## src/rtl/ntt_pkg.sv

```systemverilog
// Shared constants and types for the ML-DSA NTT datapath and its controller.
// Used with or without NTT_CTRL_INTT_EN; nothing here depends on that macro.
package ntt_pkg;

    localparam int unsigned N      = 256;
    localparam int unsigned LOG_N  = 8;
    localparam int unsigned Q      = 8380417;
    localparam int unsigned COEF_W = 23;
    localparam int unsigned ADDR_W = LOG_N;

    typedef enum logic [1:0] {
        IDLE,
        RUN,
        DRAIN,
        DONE
    } ntt_state_t;

    typedef struct packed {
        logic              valid;
        logic [ADDR_W-1:0] a;
        logic [ADDR_W-1:0] b;
    } wb_entry_t;

endpackage

```

## src/rtl/ntt_addr_gen.sv

```systemverilog
// Combinational butterfly address / zeta index generator for one (layer, bf) pair.
// Inverse (Gentleman-Sande) addressing is compiled in only with NTT_CTRL_INTT_EN.
module ntt_addr_gen
    import ntt_pkg::*;
(
    input  logic [2:0]        layer,
`ifdef NTT_CTRL_INTT_EN
    input  logic              inv,
`endif
    input  logic [6:0]        bf,
    output logic [ADDR_W-1:0] a,
    output logic [ADDR_W-1:0] b,
`ifdef NTT_CTRL_INTT_EN
    output logic              zeta_neg,
`endif
    output logic [ADDR_W-1:0] zeta_idx
);

    logic [8:0] len;
    logic [8:0] grp;
    logic [8:0] off;
    logic [8:0] base;
    logic [8:0] zeta;

    always_comb begin
        // grp * 2 * len is formed as a shift since 2*len is a power of two
        len  = 9'd128 >> layer;
        grp  = {2'b00, bf} >> (3'd7 - layer);
        base = grp << (4'd8 - {1'b0, layer});
        zeta = (9'd1 << layer) + grp;
`ifdef NTT_CTRL_INTT_EN
        zeta_neg = 1'b0;
        if (inv) begin
            len      = 9'd1 << layer;
            grp      = {2'b00, bf} >> layer;
            base     = grp << ({1'b0, layer} + 4'd1);
            zeta     = (9'd256 >> layer) - 9'd1 - grp;
            zeta_neg = 1'b1;
        end
`endif
        off      = {2'b00, bf} & (len - 9'd1);
        a        = 8'(base + off);
        b        = 8'(base + off + len);
        zeta_idx = 8'(zeta);
    end

endmodule

```

## src/rtl/ntt_ctrl.sv

```systemverilog
// ML-DSA NTT sequencing controller: issues one butterfly per cycle over 8 layers
// and returns write-backs through a BT_LAT+1 delay line. Inverse via NTT_CTRL_INTT_EN.
module ntt_ctrl
    import ntt_pkg::*;
#(
    parameter int unsigned BT_LAT = 4
) (
    input  logic              clk,
    input  logic              reset,
    input  logic              start,
`ifdef NTT_CTRL_INTT_EN
    input  logic              inv,
`endif
    output logic              busy,
    output logic              done,
    output logic              err,
    output logic              rd_en,
    output logic [ADDR_W-1:0] rd_addr_a,
    output logic [ADDR_W-1:0] rd_addr_b,
    output logic [ADDR_W-1:0] zeta_idx,
`ifdef NTT_CTRL_INTT_EN
    output logic              zeta_neg,
`endif
    output logic              bt_en,
    input  logic              bt_valid,
    output logic              wr_en,
    output logic [ADDR_W-1:0] wr_addr_a,
    output logic [ADDR_W-1:0] wr_addr_b
);

    ntt_state_t        state, state_nxt;
    logic [2:0]        layer;
    logic [6:0]        bf;
    logic              err_q;
    logic              drained;
    logic [ADDR_W-1:0] gen_a, gen_b, gen_zeta;
    wb_entry_t         wb_line [BT_LAT+1];
`ifdef NTT_CTRL_INTT_EN
    logic              inv_q;
    logic              gen_neg;
`endif

    ntt_addr_gen u_addr_gen (
        .layer    (layer),
`ifdef NTT_CTRL_INTT_EN
        .inv      (inv_q),
        .zeta_neg (gen_neg),
`endif
        .bf       (bf),
        .a        (gen_a),
        .b        (gen_b),
        .zeta_idx (gen_zeta)
    );

    // The tail write completes on the edge that leaves DRAIN, so only the
    // stages ahead of it must be empty before the next layer may read.
    always_comb begin
        drained = 1'b1;
        for (int unsigned i = 0; i < BT_LAT; i++) begin
            if (wb_line[i].valid) drained = 1'b0;
        end
    end

    always_comb begin
        state_nxt = state;
        case (state)
            IDLE:    if (start) state_nxt = RUN;
            RUN:     if (bf == 7'd127) state_nxt = DRAIN;
            DRAIN:   if (drained) state_nxt = (layer == 3'd7) ? DONE : RUN;
            DONE:    state_nxt = IDLE;
            default: state_nxt = IDLE;
        endcase
    end

    always_comb begin
        busy      = (state != IDLE);
        done      = (state == DONE);
        rd_en     = (state == RUN);
        rd_addr_a = rd_en ? gen_a    : '0;
        rd_addr_b = rd_en ? gen_b    : '0;
        zeta_idx  = rd_en ? gen_zeta : '0;
`ifdef NTT_CTRL_INTT_EN
        zeta_neg  = rd_en & gen_neg;
`endif
        bt_en     = wb_line[0].valid;
        wr_en     = wb_line[BT_LAT].valid;
        wr_addr_a = wb_line[BT_LAT].a;
        wr_addr_b = wb_line[BT_LAT].b;
        err       = err_q | (wr_en != bt_valid);
    end

    always_ff @(posedge clk) begin
        if (reset) begin
            state <= IDLE;
            layer <= '0;
            bf    <= '0;
            err_q <= 1'b0;
`ifdef NTT_CTRL_INTT_EN
            inv_q <= 1'b0;
`endif
        end else begin
            state <= state_nxt;
            if (state == IDLE && start) begin
                layer <= '0;
                bf    <= '0;
                err_q <= 1'b0;
`ifdef NTT_CTRL_INTT_EN
                inv_q <= inv;
`endif
            end else begin
                if (rd_en) bf <= bf + 7'd1;
                if (state == DRAIN && drained) layer <= layer + 3'd1;
                if (wr_en != bt_valid) err_q <= 1'b1;
            end
        end
    end

    always_ff @(posedge clk) begin
        if (reset) begin
            for (int unsigned i = 0; i <= BT_LAT; i++) wb_line[i] <= '0;
        end else begin
            wb_line[0] <= '{valid: rd_en, a: rd_addr_a, b: rd_addr_b};
            for (int unsigned i = 1; i <= BT_LAT; i++) wb_line[i] <= wb_line[i-1];
        end
    end

endmodule
```

## config.mk

```make
export PLATFORM = sky130hd
export DESIGN_NAME = ntt_ctrl
export DESIGN_NICKNAME = d
export VERILOG_FILES = /design/src/rtl/ntt_pkg.sv /design/src/rtl/ntt_addr_gen.sv /design/src/rtl/ntt_ctrl.sv
export SDC_FILE = /design/constraint.sdc
export NUM_CORES = 1
export LEC_CHECK = 0
export CAP_MARGIN = 20
export CORE_ASPECT_RATIO = 1.4
export CORE_MARGIN = 2
export CORE_UTILIZATION = 68
export DETAILED_ROUTE_END_ITERATION = 10
export DONT_BUFFER_PORTS = 1
export PLACE_DENSITY_LB_ADDON = 0.25
export SLEW_MARGIN = 20
export SYNTH_ARGS = -nofsm -noshare
export SYNTH_HDL_FRONTEND = slang
export SYNTH_SLANG_ARGS = --single-unit
```

## constraint.sdc

```tcl
create_clock -name clk -period 15.25 [get_ports clk]
set_input_delay 2.2875 -clock clk [delete_from_list [all_inputs] [get_ports clk]]
set_output_delay 2.2875 -clock clk [all_outputs]
set_load 0.005 [all_outputs]
```

After elaboration in Yosys (flattened, before gate mapping):

Memory sizes are Yosys's and may differ from the RTL's.
Cells that the tools add are included.

* memories kept: 1
* input bits: 4
* word-level logic and storage cells: 59
* memory bits (writable): 85
* output and inout bits: 46
* latch bits: 0
* bits in registers: 13
* memory bits (read-only): 0

Memory list
* wb_line: words 5, width 17, rd ports 5, clocked after Yosys merged registers in 0, write ports 5, line ntt_ctrl.sv:37 `wb_entry_t wb_line [BT_LAT+1];`

* reductions and logical operators: 6
* shift-type cells: 4
* div/mod/pow operators: 0
* order comparisons: 0
* multipliers: 0
* add/subtract/negate cells: 8
* equality and inequality tests: 9
* bitwise logic cells: 7
* muxes and demuxes: 20

Operators by type and width (number)
* $mux W17: 5
* $add A8 B8 Y8: 3
* $mux W8: 3
* $shl A9 B4 Y8: 1
* $shr A7 B3 Y9: 1
* $and A7 B8 Y8: 1
* $mux W2: 4
* $pmux W2 S4: 1
* $shl A1 B3 Y8 const A: 1
* $shr A8 B3 Y8 const A: 1
* $sub A8 B1 Y8 const B: 1
* $add A7 B1 Y7 const B: 1
* $eq A7 B7 Y1 const B: 1
* $mux W1: 7
* $or A1 B1 Y1: 6
* $eq A2 B2 Y1 const B: 2
* $ne A2 B2 Y1 const B: 2
* $sub A4 B3 Y4 const A: 1
* $add A3 B1 Y3 const B: 1
* $eq A3 B3 Y1 const B: 1
* $reduce_and A3 Y1: 1
* $sub A3 B3 Y3 const A: 1
* $eq A2 B1 Y1 const B: 1
* $logic_and A1 B1 Y1: 2
* other kinds (5): 5

Longest topological paths before layout:

* depth in word-level cells: 7
* gate-level depth with buffers: 25
* gate-level depth less buffers: 23

Cells and area by module:

From an unflattened synthesis, not the netlist that was laid out.

* cell total of the unflattened synthesis: 499
* area, all modules: 4655.7 um^2

By module, submodules not included
* ntt_ctrl: times used 1, area an instance 3159.3 um^2, cells each 292, sequential area each 1961.9 um^2
* ntt_addr_gen: times used 1, area an instance 1496.4 um^2, cells each 207, sequential area each 0.0 um^2

Worst setup path after synthesis:

No wires, ideal clock.

* path type: register to output
* start point: reg layer[1]
* end point: out rd_addr_b[7]
* data required time: 12.963 ns
* arrival: 4.588 ns
* buffers on the path: 2
* stages on the path, launching flop included: 26
* setup slack: 8.375 ns
* cell sequence: dfxtp_1 > buf_6 > clkbuf_1 > inv_1 > ha_1 > ha_1 > inv_1 > o31ai_1 > nor2_1 > nor4bb_1 > ha_1 > inv_1 > fa_1 > nor2b_1 > o21ai_0 > a21oi_1 > o21ai_0 > a21boi_0 > nor2_1 > ha_1 > o21a_1 > o2bb2ai_1 > a21oi_1 > xnor2_1 > xnor3_1 > nor2_1

* word-level cells in the longest chain between the ends: 6
* elaborated cells on any way between the ends: 10
* those cells by class: 5 x add/sub; 3 x shift; 1 x mux; 1 x bitwise

RTL lines
* start, declared: line ntt_ctrl.sv:32 `logic [2:0] layer;`
* start signal, assigned: line ntt_ctrl.sv:112 `if (state == DRAIN && drained) layer <= layer + 3'd1;`
* $sub A3 B3 Y3 or $shr A8 B3 Y8 (tied branches): line ntt_addr_gen.sv:28, ntt_addr_gen.sv:27
* $shr A7 B3 Y9 or $sub A8 B1 Y8 (tied branches): line ntt_addr_gen.sv:28, ntt_addr_gen.sv:41
* $shl A9 B4 Y8 or $and A7 B8 Y8 (tied branches): line ntt_addr_gen.sv:29, ntt_addr_gen.sv:41
* $add A8 B8 Y8: line ntt_addr_gen.sv:43 `b = 8'(base + off + len);`
* $add A8 B8 Y8 (*): line ntt_addr_gen.sv:43
* $mux W8 (*): line ntt_ctrl.sv:80 `rd_addr_b = rd_en ? gen_b : '0;`
* end, declared: line ntt_ctrl.sv:19 `output logic [ADDR_W-1:0] rd_addr_b,`

Every way passes the cells marked *; elsewhere a longest branch is shown, timed or not.

Final worst setup path:

* start point: reg layer[0]
* end point: out rd_addr_b[7]

The elaborated chain is that of the path after synthesis.

==> flow_summary.toml <==
[sta]
maxSlewHeadroom_pct = 36.5
rsz0062_at_grt = "no"
setup_viol = 0
hold_viol = 0
max_freq_ghz = 0.121
finClkSkew_ps = 6.10
drv_slew = 0
tightest_slew_ps = 951
fin_crit_ps = 8250
setup_tns_ps = 0
finalCritPeriodShare_pct = 54.1

[worst_setup_path]
r2r-end = "wb_line[0][7]$_SDFF_PP0_"
crit_path_start = "layer[0]$_SDFFE_PP0P_"
r2r_setup_slack_ps = 9630
endpoint_kind = "output port"
crit_family = "adder cells"
r2r-start = "layer[0]$_SDFFE_PP0P_"
start_kind = "flop"
crit_path_max_fanout = 22
max_stage_delay_ps = 860
cp_data_arrival_time_ps = 5960
slowest_stage = "dfxtp_1"
worst-path-buf-inv = 3
cp_cell_sequence = "inv_1 > ha_1 > ha_1 > inv_1 > o31ai_1 > nor2_1 > nor4bb_1 > ha_1 > inv_1 > fa_1 > nor2b_1 > o21ai_0 > a21oi_1 > o21ai_0 > a21boi_0 > nor2_1 > ha_1 > o21a_1 > o2bb2ai_1 > a21oi_1 > xnor2_1 > xnor3_1 > nor2_1"
reg2reg_depth = 23
worst_path_most_repeated_cell = "ha_1"
crit_required_ps = 12960
path_class = "reg2out"

[clock_tree]
cts_tree = "yes"
htree_levels = 3
clock_path_buffers = 2
cts_setup_buffers = 0
clkTransAtPathRegs_ps = 90
cts_hold_buf = 0
cts_root_buffer = "clkbuf_8"
post_cts_resized = 0
worstSkewPairLatency_ps = 350
cts_made_buffers = 9
clock-sinks = 98

[logic_synthesis]
ys_types = 52
ys_top_cells_by_count = "dfxtp_1 (98), nor2b_1 (79), nor2_1 (52), ha_1 (30), inv_1 (30)"
post-synth-top-area-fraction_pct = 42.3
async_reset_ff_share_pct = 0
synthTopCellsByArea = "dfxtp_1 (42%), nor2b_1 (11%), ha_1 (8.1%)"
netlist_area_um2 = 4630
syn_avg_cell_area_um2 = 9.05
ys.flop_type = "dfxtp_1"
postSynthCellCount = 512
synthSimpleGateAreaFrac_pct = 22.8
synthXorXnorAreaFrac_pct = 4.64
synth_compound_area_share_pct = 11.9
yosys.area.top_type = "dfxtp_1"
ys_ff_latch = 98
synth_mux_area_share_pct = 1.57
synth.most_common_cell = "dfxtp_1"
yosysWarnings = 0
synth_top_family_by_area = "simple AND/OR/NAND/NOR gates"
synth_nets = 549
synth-seq-area-share_pct = 42.3
synth-edff-count = 0
synthAdderAreaFrac_pct = 9.40

[routing]
wl_met3_um = 338
remaining_drc_errors = 0
firstDrtPassIters = 4
ant_nets = 0
vias = 3275
drt_iter0_drc = 137
wire_per_inst_um = 17.2
dr_wl_met2_um = 5500
vias_per_cell = 5.63
top_layer = "met4"
wl_met1_um = 3820
drt-total-wl_um = 10000

[final_layout]
area_growth_pct = 2.24
layout-drive-gt1-share_pct = 5.31
final_cells = 582
antenna_cells = 0
nets = 522

[global_routing]
grt_use_total_pct = 28.4
overflow = 0
antenna_found_initial = 0
grt_pass1_wl_um = 15900
first_global_vias = 3275
grt_start_max_net_pins = 77

[power]
vdd_drop_max_mv = 0.0589
p_total_mw = 0.433
power_density_nw_per_um2 = 91.4
p_leak_nw = 1.93

[floorplan]
io_pins = 50
dieArea_um2 = 7500
fp.coreArea_um2 = 6610
initial_core_util_pct = 70.1
die_x_um = 73.8
die_y_um = 102
num_rows = 35

[worst_hold_path]
worst_hold_path.num_cells = 1
holdPathEnd = "wb_line[0][21]$_SDFF_PP0_"
hp-class = "reg2reg"
hp-start = "wb_line[0][4]$_SDFF_PP0_"

[place]
io_buffers = 0
dpl.hpwl_um = 7380
place_inst = 566
gp_congestion = 0.940

[status]
status = "completed"

[job]
drv_cap = 0
==> registers in the layout, indices dropped and copies added, names as in the netlist <==
register  count
layer         3
bf            7
state         2
wb_line      85
err_q         1
==> power breakdown <==
part	internal [mW]	switching (mW)	total [mW]	leakage [nW]
clock	0.0778	0.0880	0.166	0.0950
sequential	0.257	0.00125	0.258	0.791
combinational	0.00278	0.00574	0.00852	1.04
==> per-stage QoR <==
step | setup slack (ps) | utilization, % | instance area (µm²) | hold WS, ps
after detailed placement | 7450 | 68.6 | 4540 | 424
after floorplan | 8370 | - | 4630 | 414
after global placement | 7560 | 68.6 | 4540 | 415
after CTS | 7050 | 71.6 | 4740 | 442
final | 7000 | 71.6 | 4740 | 438
after global routing | 6450 | 71.6 | 4740 | 447
==> kinds of logic after synthesis <==
kind of cell	Yosys count
fa+ha+maj	33
xor+xnor	23
flops	98
compound gates	82
mux	7
simple gates	199
buf+inv	70
==> worst max path at each step <==
stage,end,slack [ps],cells past startpoint
after global routing,rd_addr_b[7],6450,23
after global placement,rd_addr_b[7],7560,23
final,rd_addr_b[7],7000,23
after detailed placement,rd_addr_b[7],7450,23
after CTS,rd_addr_b[7],7050,23
after floorplan,rd_addr_b[7],8370,25
==> placed cells by master, fill, tap and decap left out, drive strengths merged, types with 6 or more instances in the layout <==
| cell type | Yosys | routed |
|---|---|---|
| xor2 | 11 | 11 |
| nor2 | 52 | 52 |
| nand2b | 6 | 6 |
| a21oi | 24 | 24 |
| clkbuf | 20 | 10 |
| nand2 | 21 | 21 |
| ha | 30 | 30 |
| and2 | 10 | 10 |
| nor2b | 79 | 79 |
| xnor2 | 11 | 11 |
| nor3 | 10 | 10 |
| dfxtp | 98 | 98 |
| o21ai | 17 | 17 |
| inv | 30 | 32 |
==> final cells by class <==
cell class	count	area [µm²]
repair buffers	2	15.0
multi-input cells	344	2330
flip-flops and latches	98	1960
clock inverters	6	73.8
well taps	92	115
fillers	468	1880
clock buffers	10	128
inverters	30	113
==> routing by layer <==
| metal | vias to the layer above | global-route usage (%) |
|---|---|---|
| met2 | 87 | 53.2 |
| met5 | - | 0 |
| met1 | 1546 | 29.0 |
| met4 | 0 | 16.5 |
| met3 | 26 | 3.98 |
| li1 | 1616 | - |
(Power assumes the default switching activity.)
